===== src/rtl/flag_branch_ctrl.sv =====
// Sequencer between decoder, ALU and fetch: launches ALU ops, owns the S/V/Z
// flags, evaluates conditional branches and issues PC redirects to fetch.
module flag_branch_ctrl #(
  parameter int ADDR_W  = 16,
  parameter int CNT_W   = 8,
  parameter int TIMEOUT = 15
) (
  input  logic              clk,
  input  logic              reset,
  input  logic              flush,
  input  logic              instr_valid,
  output logic              instr_ready,
  input  logic [1:0]        instr_class,
  input  logic [2:0]        cond,
  input  logic [ADDR_W-1:0] target,
  output logic              alu_start,
  input  logic              alu_done,
  input  logic              alu_s,
  input  logic              alu_v,
  input  logic              alu_z,
  output logic [2:0]        flags,
  output logic              redirect_valid,
  input  logic              redirect_ready,
  output logic [ADDR_W-1:0] redirect_pc,
  output logic [CNT_W-1:0]  taken_cnt,
  output logic              alu_err,
  output logic              busy
);

  localparam int WAIT_W = (TIMEOUT < 2) ? 1 : $clog2(TIMEOUT + 1);

  typedef enum logic [1:0] {IDLE, ALU_WAIT, EVAL, REDIRECT} state_t;

  state_t              state_reg, state_next;
  logic [1:0]          class_reg, class_next;
  logic [2:0]          cond_reg, cond_next;
  logic [ADDR_W-1:0]   target_reg, target_next;
  logic [WAIT_W-1:0]   wait_reg, wait_next;
  logic [2:0]          flags_reg, flags_next;
  logic                redirect_valid_reg, redirect_valid_next;
  logic [ADDR_W-1:0]   redirect_pc_reg, redirect_pc_next;
  logic                alu_start_reg, alu_start_next;
  logic [CNT_W-1:0]    taken_cnt_reg, taken_cnt_next;
  logic                alu_err_reg, alu_err_next;
  logic                instr_ready_reg, busy_reg;

  // Flags are packed {S,V,Z}.
  function automatic logic cond_true(input logic [2:0] c, input logic [2:0] f);
    logic s, v, z;
    s = f[2];
    v = f[1];
    z = f[0];
    case (c)
      3'b000:  cond_true = z;
      3'b001:  cond_true = !z;
      3'b010:  cond_true = s;
      3'b011:  cond_true = !s;
      3'b100:  cond_true = v;
      3'b101:  cond_true = !v;
      3'b110:  cond_true = (s == v);
      default: cond_true = (s != v);
    endcase
  endfunction

  always_comb begin
    state_next          = state_reg;
    class_next          = class_reg;
    cond_next           = cond_reg;
    target_next         = target_reg;
    wait_next           = wait_reg;
    flags_next          = flags_reg;
    redirect_valid_next = redirect_valid_reg;
    redirect_pc_next    = redirect_pc_reg;
    alu_start_next      = 1'b0;
    taken_cnt_next      = taken_cnt_reg;
    alu_err_next        = alu_err_reg;

    if (flush) begin
      // Abort wins over any completion or handshake in the same cycle.
      state_next          = IDLE;
      redirect_valid_next = 1'b0;
    end else begin
      case (state_reg)
        IDLE: begin
          if (instr_valid) begin
            class_next  = instr_class;
            cond_next   = cond;
            target_next = target;
            case (instr_class)
              2'b00, 2'b01: begin
                state_next     = ALU_WAIT;
                alu_start_next = 1'b1;
                wait_next      = WAIT_W'(1);
              end
              2'b10: state_next = EVAL;
              default: begin
                state_next          = REDIRECT;
                redirect_pc_next    = target;
                redirect_valid_next = 1'b1;
              end
            endcase
          end
        end
        ALU_WAIT: begin
          if (alu_done) begin
            if (class_reg == 2'b01) flags_next = {alu_s, alu_v, alu_z};
            state_next = IDLE;
          end else if (wait_reg == WAIT_W'(TIMEOUT)) begin
            alu_err_next = 1'b1;
            state_next   = IDLE;
          end else begin
            wait_next = wait_reg + WAIT_W'(1);
          end
        end
        EVAL: begin
          // Uses the stored flags, which already reflect a just-finished ALU op.
          if (cond_true(cond_reg, flags_reg)) begin
            redirect_pc_next    = target_reg;
            redirect_valid_next = 1'b1;
            state_next          = REDIRECT;
          end else begin
            state_next = IDLE;
          end
        end
        REDIRECT: begin
          if (redirect_ready) begin
            redirect_valid_next = 1'b0;
            if (taken_cnt_reg != {CNT_W{1'b1}}) taken_cnt_next = taken_cnt_reg + CNT_W'(1);
            state_next = IDLE;
          end
        end
        default: state_next = IDLE;
      endcase
    end
  end

  always_ff @(posedge clk) begin
    if (reset) begin
      state_reg          <= IDLE;
      class_reg          <= 2'b00;
      cond_reg           <= 3'b000;
      target_reg         <= '0;
      wait_reg           <= '0;
      flags_reg          <= 3'b000;
      redirect_valid_reg <= 1'b0;
      redirect_pc_reg    <= '0;
      alu_start_reg      <= 1'b0;
      taken_cnt_reg      <= '0;
      alu_err_reg        <= 1'b0;
      instr_ready_reg    <= 1'b1;
      busy_reg           <= 1'b0;
    end else begin
      state_reg          <= state_next;
      class_reg          <= class_next;
      cond_reg           <= cond_next;
      target_reg         <= target_next;
      wait_reg           <= wait_next;
      flags_reg          <= flags_next;
      redirect_valid_reg <= redirect_valid_next;
      redirect_pc_reg    <= redirect_pc_next;
      alu_start_reg      <= alu_start_next;
      taken_cnt_reg      <= taken_cnt_next;
      alu_err_reg        <= alu_err_next;
      instr_ready_reg    <= (state_next == IDLE);
      busy_reg           <= (state_next != IDLE);
    end
  end

  assign instr_ready    = instr_ready_reg;
  assign busy           = busy_reg;
  assign alu_start      = alu_start_reg;
  assign flags          = flags_reg;
  assign redirect_valid = redirect_valid_reg;
  assign redirect_pc    = redirect_pc_reg;
  assign taken_cnt      = taken_cnt_reg;
  assign alu_err        = alu_err_reg;

endmodule


===== config.mk =====
export PLATFORM = sky130hd
export DESIGN_NAME = flag_branch_ctrl
export DESIGN_NICKNAME = d
export VERILOG_FILES = /design/src/rtl/flag_branch_ctrl.sv
export SDC_FILE = /design/constraint.sdc
export NUM_CORES = 1
export LEC_CHECK = 0
export ABC_AREA = 1
export BUFFER_PORTS_ARGS = -buffer_cell sky130_fd_sc_hd__buf_2
export CORE_ASPECT_RATIO = 1.5
export CORE_MARGIN = 2
export CORE_UTILIZATION = 45
export CTS_CLUSTER_SIZE = 14
export DETAILED_ROUTE_END_ITERATION = 12
export PLACE_DENSITY = 0.76
export REMOVE_ABC_BUFFERS = 1
export SYNTH_ARGS = -nofsm -noshare
export SYNTH_HDL_FRONTEND = slang
export SYNTH_SLANG_ARGS = --single-unit

===== constraint.sdc =====
create_clock -name clk -period 1.9 [get_ports clk]
set_input_delay 0.095 -clock clk [delete_from_list [all_inputs] [get_ports clk]]
set_output_delay 0.095 -clock clk [all_outputs]
set_load 0.05 [all_outputs]

==> results of run 1 <==
## cell type report
| type | count | area [um2] | area share (%) |
|---|---|---|---|
| timing repair buffer | 70 | 402 | 11.7 |
| clock inverter | 4 | 72.6 | 2.12 |
| sequential | 59 | 1180 | 34.5 |
| multi-input combinational | 274 | 1290 | 37.8 |
| inverter | 61 | 229 | 6.68 |
| clock buffer | 12 | 155 | 4.53 |
| tap | 74 | 92.6 | 2.70 |
## timing repair
item	4_1_cts	5_1_grt
hold buffers	5	0
resized for setup	0	4
endpoints found under the hold margin	5	0
setup endpoints to repair	0	6
## cell families after synthesis
logic type,count (synthesis),share of synthesized area [%]
AO/OA/AOI/OAI,85,15.8
AND/OR/NAND/NOR,180,26.8
adder cells (fa/ha/maj),6,2.70
flip-flops,59,42.4
buffers and inverters,78,11.9
XOR/XNOR,1,0.315
## tightest hold or removal path, cell delays in order
cell and delay [ns]:
buf_2 0.07, inv_1 0.04, a21oi_1 0.10
## per-stage QoR
stage | util (%) | TNS, ns
6_report | 56.7 | 0
5_1_grt | 56.7 | 0
4_1_cts | 56.2 | 0
3_5_place_dp | 51.6 | 0
3_3_place_gp | 51.6 | 0
2_1_floorplan | - | -0.0863
## cell usage in the layout (no fill, tap or decap)
master,instances
nor2_1,52
bufinv_16,2
dlygate4sd3_1,5
nor3b_1,1
a21oi_1,30
dfxtp_1,59
clkinv_2,1
nand2_1,97
o21ai_1,21
nor2_4,1
clkinvlp_4,1
nor2_2,1
buf_12,1
nor4_1,1
xnor2_1,1
nor3_4,1
clkbuf_8,11
a21oi_2,2
and3_1,1
a21o_1,1
nand2_4,2
ha_1,6
a21boi_0,1
a31oi_1,1
buf_2,61
nor3_1,6
buf_6,1
buf_4,2
clkbuf_1,1
inv_1,53
nand2_2,3
inv_2,7
clkinv_1,1
nand3_2,1
nand3_1,13
o21ai_0,29
nand4_1,2
## worst paths after layout
| check | from | endpoint | slack (ns) |
|---|---|---|---|
| max | state_reg[0]$_SDFF_PP0_ | redirect_pc[14]$_SDFFE_PP0P_ | 0.16 |
| min | target[14] | target_reg[14]$_SDFFE_PP0P_ | 0.02 |
| min reg2reg | flags[0]$_SDFFE_PP0P_ | flags[0]$_SDFFE_PP0P_ | 0.46 |
| max reg2reg | state_reg[0]$_SDFF_PP0_ | redirect_pc[14]$_SDFFE_PP0P_ | 0.16 |
## power breakdown
group | switching, mW | total [mW] | internal [mW]
sequential | 0.0387 | 1.35 | 1.31
combinational | 0.348 | 0.503 | 0.155
clock | 0.473 | 1.28 | 0.808
## layer usage
| metal | vias to the layer above | routed length (um) | share of wire, % | global-route usage [%] |
|---|---|---|---|---|
| met3 | 6 | 292 | 4.9 | 5.83 |
| met5 | - | 0 | 0 | 0 |
| li1 | 1420 | - | - | - |
| met2 | 61 | 3020 | 50 | 30.5 |
| met1 | 1168 | 2630 | 44 | 20.6 |
| met4 | 0 | 73 | 1.2 | 10.5 |
==> run summary, run 1 <==
Pwr Density: 915 mW/mm2
crit-path max cell delay: 0.40 ns
Bufs and invs on worst path: 1
core region area: 0.00604 mm2
startpoint class of the critical path: flop
antenna viol nets, final: 0
Synth area leader: dfxtp_1
MaxCap Viol Count: 0
initial antenna violation count: 0
predominant post-synthesis flop cell: dfxtp_1
Worst VDD drop: 0.877 mV
DP HPWL: 4.16 mm
critical path depth: 8
Filler Cell Count: 593
die width: 68.2 um
layout cell share with drive strength beyond 1: 20.4%
area of the mapped netlist: 0.00278 mm2
GRT Total Usage: 18.5%
top post-synthesis cells by count: 97 x nand2_1, 59 x dfxtp_1, 53 x inv_1, 53 x nor2_1, 30 x a21oi_1
final cell count without fillers: 554
worst-skew pair later-pin latency: 0.33 ns
DR pass1 iterations: 4
Worst Hold Path Cells: 3
Placed Instance Area: 0.00312 mm2
Final Power: 3.14 mW
drt drc: 0
effective utilization at floorplan: 46.0%
Clock Tree Buf Depth: 2
Worst Skew: 0.00832 ns
CTS sink cnt: 59
Hold Crit Class: primary input to flop
Port-buffer cells: 61
unrepaired setup endpoints after global routing: no
Root Driver: clkbuf_8
Synth async-reset ratio: 0%
hold slack: 0.0180 ns
Yosys top cell area share: 42.4%
Worst EP required: 2.13 ns
vias in the first global route: 2,254
Yosys warning count: 0
Yosys reg bits: 59
critical path, cell by cell: inv_1, ha_1, nand2_1, o21ai_1, nor2_4, nand2_2, nor2_1, nor2_1
Slew @ Worst Pin: 0.596 ns
via density per instance: 4.79
CTS tree: built
# IOs: 62
die height: 100 um
DRT iter0 DRCs: 138
Mapped Avg Cell Area: 6.80 um2
ant diodes: 0
pre-CTS WS: 0.140 ns
drt wl/cell: 10.9 um
# nets final: 511
fin crit share: 91.7%
site row count: 35
leakage dissipation: 1.71 nW
CP max-delay cell: dfxtp_1
final setup violating endpoints: 0
Die ar.: 0.00684 mm2
Tmin final: 1.74 ns
CP dominant cell by count: nor2_1
sequential cell area fraction in the yosys report: 42.4%
crit path capture type: flop
routability congestion estimate: 0.889
most frequent cell after synthesis: nand2_1
WP data arrival: 1.97 ns
drt total wl: 6.02 mm
Post-Syn Instances: 409
Post-synth EDFFs: 0
via count: 2,655
Distinct cells, synth: 31
# Post-CTS Setup Buffers: 0
final hold violations: 0
CTS clk-pin slew, worst paths: 0.06 ns
Overflow after GRT: 0
Area contributors post-synth: dfxtp_1 42%, nand2_1 13%, inv_1 7.1%
FF-to-FF path depth: 8
critical-path maximum fanout: 8
worst setup margin: 0.157 ns
Setup CP Type: flop to flop
pin count of the biggest net entering global routing: 33
Num CTS Buffers: 9
Fmax achieved: 574 MHz
relative slew slack: 60.2%
status: finished clean
CP top delay family: simple AND/OR/NAND/NOR gates
area added between synthesis and finish: 23.2%
cell total after placement: 531
post-route cell area: 0.00343 mm2
first-pass GRT wire length: 9.64 mm
H-tree Lvls: 3
Slew Limit Fails: 0
Power figures use the tool's default switching activity.
==> run 2, diff against run 1 <==
--- a/config.mk
+++ b/config.mk
@@ -8,12 +8,12 @@
 export ABC_AREA = 1
 export BUFFER_PORTS_ARGS = -buffer_cell sky130_fd_sc_hd__buf_2
 export CORE_ASPECT_RATIO = 1.5
-export CORE_MARGIN = 2
 export CORE_UTILIZATION = 45
 export CTS_CLUSTER_SIZE = 14
 export DETAILED_ROUTE_END_ITERATION = 12
 export PLACE_DENSITY = 0.76
 export REMOVE_ABC_BUFFERS = 1
+export SLEW_MARGIN = 20
 export SYNTH_ARGS = -nofsm -noshare
 export SYNTH_HDL_FRONTEND = slang
 export SYNTH_SLANG_ARGS = --single-unit
==> run summary, run 2 (same netlist as run 1, synthesis figures left out) <==
status: finished clean
Storage cell area: 0.00118 mm2
# IOs: 62
setup tns final: 0 ns
crit path capture type: flop
Fmax achieved: 573 MHz
GRT Total Usage: 20.1%
cell internal pwr: 2.09 mW
H-tree Lvls: 3
Final Power: 2.97 mW
first-pass GRT wire length: 9.95 mm
via count: 2,704
site row count: 34
ant diodes: 0
Clock Tree Buf Depth: 2
CTS sink cnt: 59
crit-path max cell delay: 0.42 ns
final hold violations: 0
core region area: 0.00587 mm2
Hold Crit Class: primary input to flop
# nets final: 519
drt drc: 0
pin count of the biggest net entering global routing: 33
die width: 66.2 um
reg-to-reg startpoint: state_reg[1]$_SDFF_PP0_
CP max-delay cell: dfxtp_1
wire length on met1: 2.66 mm
Worst VDD drop: 0.467 mV
MaxCap Viol Count: 0
DP HPWL: 4.30 mm
initial antenna violation count: 0
effective utilization at floorplan: 47.4%
via density per instance: 4.83
leakage dissipation: 1.73 nW
die height: 98.3 um
unrepaired setup endpoints after global routing: no
met2 WL: 3.26 mm
footprint of the multi-input gates: 0.00128 mm2
DRT iter0 DRCs: 166
Bufs and invs on worst path: 3
Num CTS Buffers: 9
Slew @ Worst Pin: 0.374 ns
most frequent cells in the layout: 97 x nand2_1, 61 x buf_2, 59 x dfxtp_1, 53 x inv_1, 52 x nor2_1
DR pass1 iterations: 5
utilization after layout: 59.0%
Worst Skew: 0.00799 ns
Comb pwr share: 17.4%
commonest non-fill, non-tap cell in the layout: nand2_1
Worst Hold Path Cells: 3
Filler Cell Count: 563
Switch Pwr: 0.880 mW
antenna viol nets, final: 0
startpoint class of the critical path: flop
crit path launch: state_reg[1]$_SDFF_PP0_
critical path depth: 9
drt wl/cell: 11.2 um
metal3 WL: 204 um
reg2reg setup slack: 0.15 ns
final setup violating endpoints: 0
CP top delay family: simple AND/OR/NAND/NOR gates
CTS clk-pin slew, worst paths: 0.07 ns
Die ar.: 0.00651 mm2
layout cell share with drive strength beyond 1: 20.5%
CTS tree: built
Root Driver: clkbuf_8
fin crit share: 91.9%
CP dominant cell by count: nor2_1
clock group share of total power: 37.1%
Worst EP required: 2.14 ns
Tmin final: 1.75 ns
Setup CP Type: flop to flop
Highest Signal Layer: met4
Overflow after GRT: 0
area added between synthesis and finish: 24.6%
sw frac: 29.6%
critical register-to-register path endpoint: redirect_pc[2]$_SDFFE_PP0P_
drt total wl: 6.26 mm
Slew Limit Fails: 0
critical path, cell by cell: inv_1, ha_1, inv_2, o21ai_1, nor2_2, buf_4, nand2_4, nor2_1, nor2_1
Pwr Density: 858 mW/mm2
critical-path maximum fanout: 16
FF-to-FF path depth: 9
Worst Setup EP: redirect_pc[2]$_SDFFE_PP0P_
power share of the sequential group: 45.6%
WP data arrival: 1.98 ns
vias in the first global route: 2,470
relative slew slack: 74.8%
worst-skew pair later-pin latency: 0.34 ns
routability congestion estimate: 0.826
Port-buffer cells: 61
## run 2: cell count changes in the layout (fill, tap and decap cells not counted), sizes merged
cell / delta
dlygate4sd3: +7
buf: +2
clkbuf: +1
bufinv: -2
clkinvlp: +1
nand2: -1
## run 2: what timing repair did
| action | CTS | global route |
|---|---|---|
| hold buffers | 12 | 0 |
| gates resized for setup | 0 | 2 |
| setup endpoints to repair | 0 | 8 |
| endpoints found under the hold margin | 12 | 0 |
| setup buffers | 0 | 1 |
## run 2: metrics by stage
| stage | hold slack, ns | setup WS (ns) | cells | area [um2] |
|---|---|---|---|---|
| after CTS | 0.00357 | 0.174 | 558 | 3440 |
| after detailed placement | 0.328 | 0.177 | 530 | 3130 |
| after global placement | 0.331 | 0.277 | 530 | 3130 |
| after floorplan | 0.164 | -0.00539 | 392 | 2680 |
| after global routing | 0.00714 | 0.0399 | 560 | 3470 |
| final | 0.0100 | 0.155 | 560 | 3470 |
## run 2: per-layer routing
layer | up-vias | GRT usage (%)
met5 | - | 0
met1 | 1206 | 20.7
met4 | 0 | 12.4
li1 | 1434 | -
met2 | 53 | 35.4
met3 | 11 | 4.44
## run 2: worst min-delay path by stage
stage                                      end  slack, ns            from
global route        target_reg[4]$_SDFFE_PP0P_      0.007       target[4]
CTS                 target_reg[4]$_SDFFE_PP0P_      0.004       target[4]
detailed placement        alu_start$_SDFF_PP0_       0.33  instr_class[1]
finish              target_reg[4]$_SDFFE_PP0P_       0.01       target[4]
floorplan            class_reg[1]$_SDFFE_PP0P_       0.16           reset
global placement          alu_start$_SDFF_PP0_       0.33  instr_class[1]
## run 2: cell type report
cell class,instances,area share (%)
tap,72,2.60
clock inverter,3,0.578
sequential,59,34.1
inverter,61,6.61
timing repair buffer,79,13.9
multi-input combinational,273,37.0
clock buffer,13,5.16
## run 2: worst min-delay path, cell delays in order
cell and delay [ns]:
buf_2 0.10, inv_1 0.05, a21oi_1 0.05
## run 2: power groups by stage
stage | clock network (mW) | logic, mW | registers [mW]
after floorplan | 0 | 0.232 | 1.50
after global placement | 0 | 0.481 | 1.38
after detailed placement | 0 | 0.491 | 1.38
after CTS | 1.12 | 0.512 | 1.35
after global routing | 1.18 | 0.575 | 1.36
final | 1.10 | 0.517 | 1.35
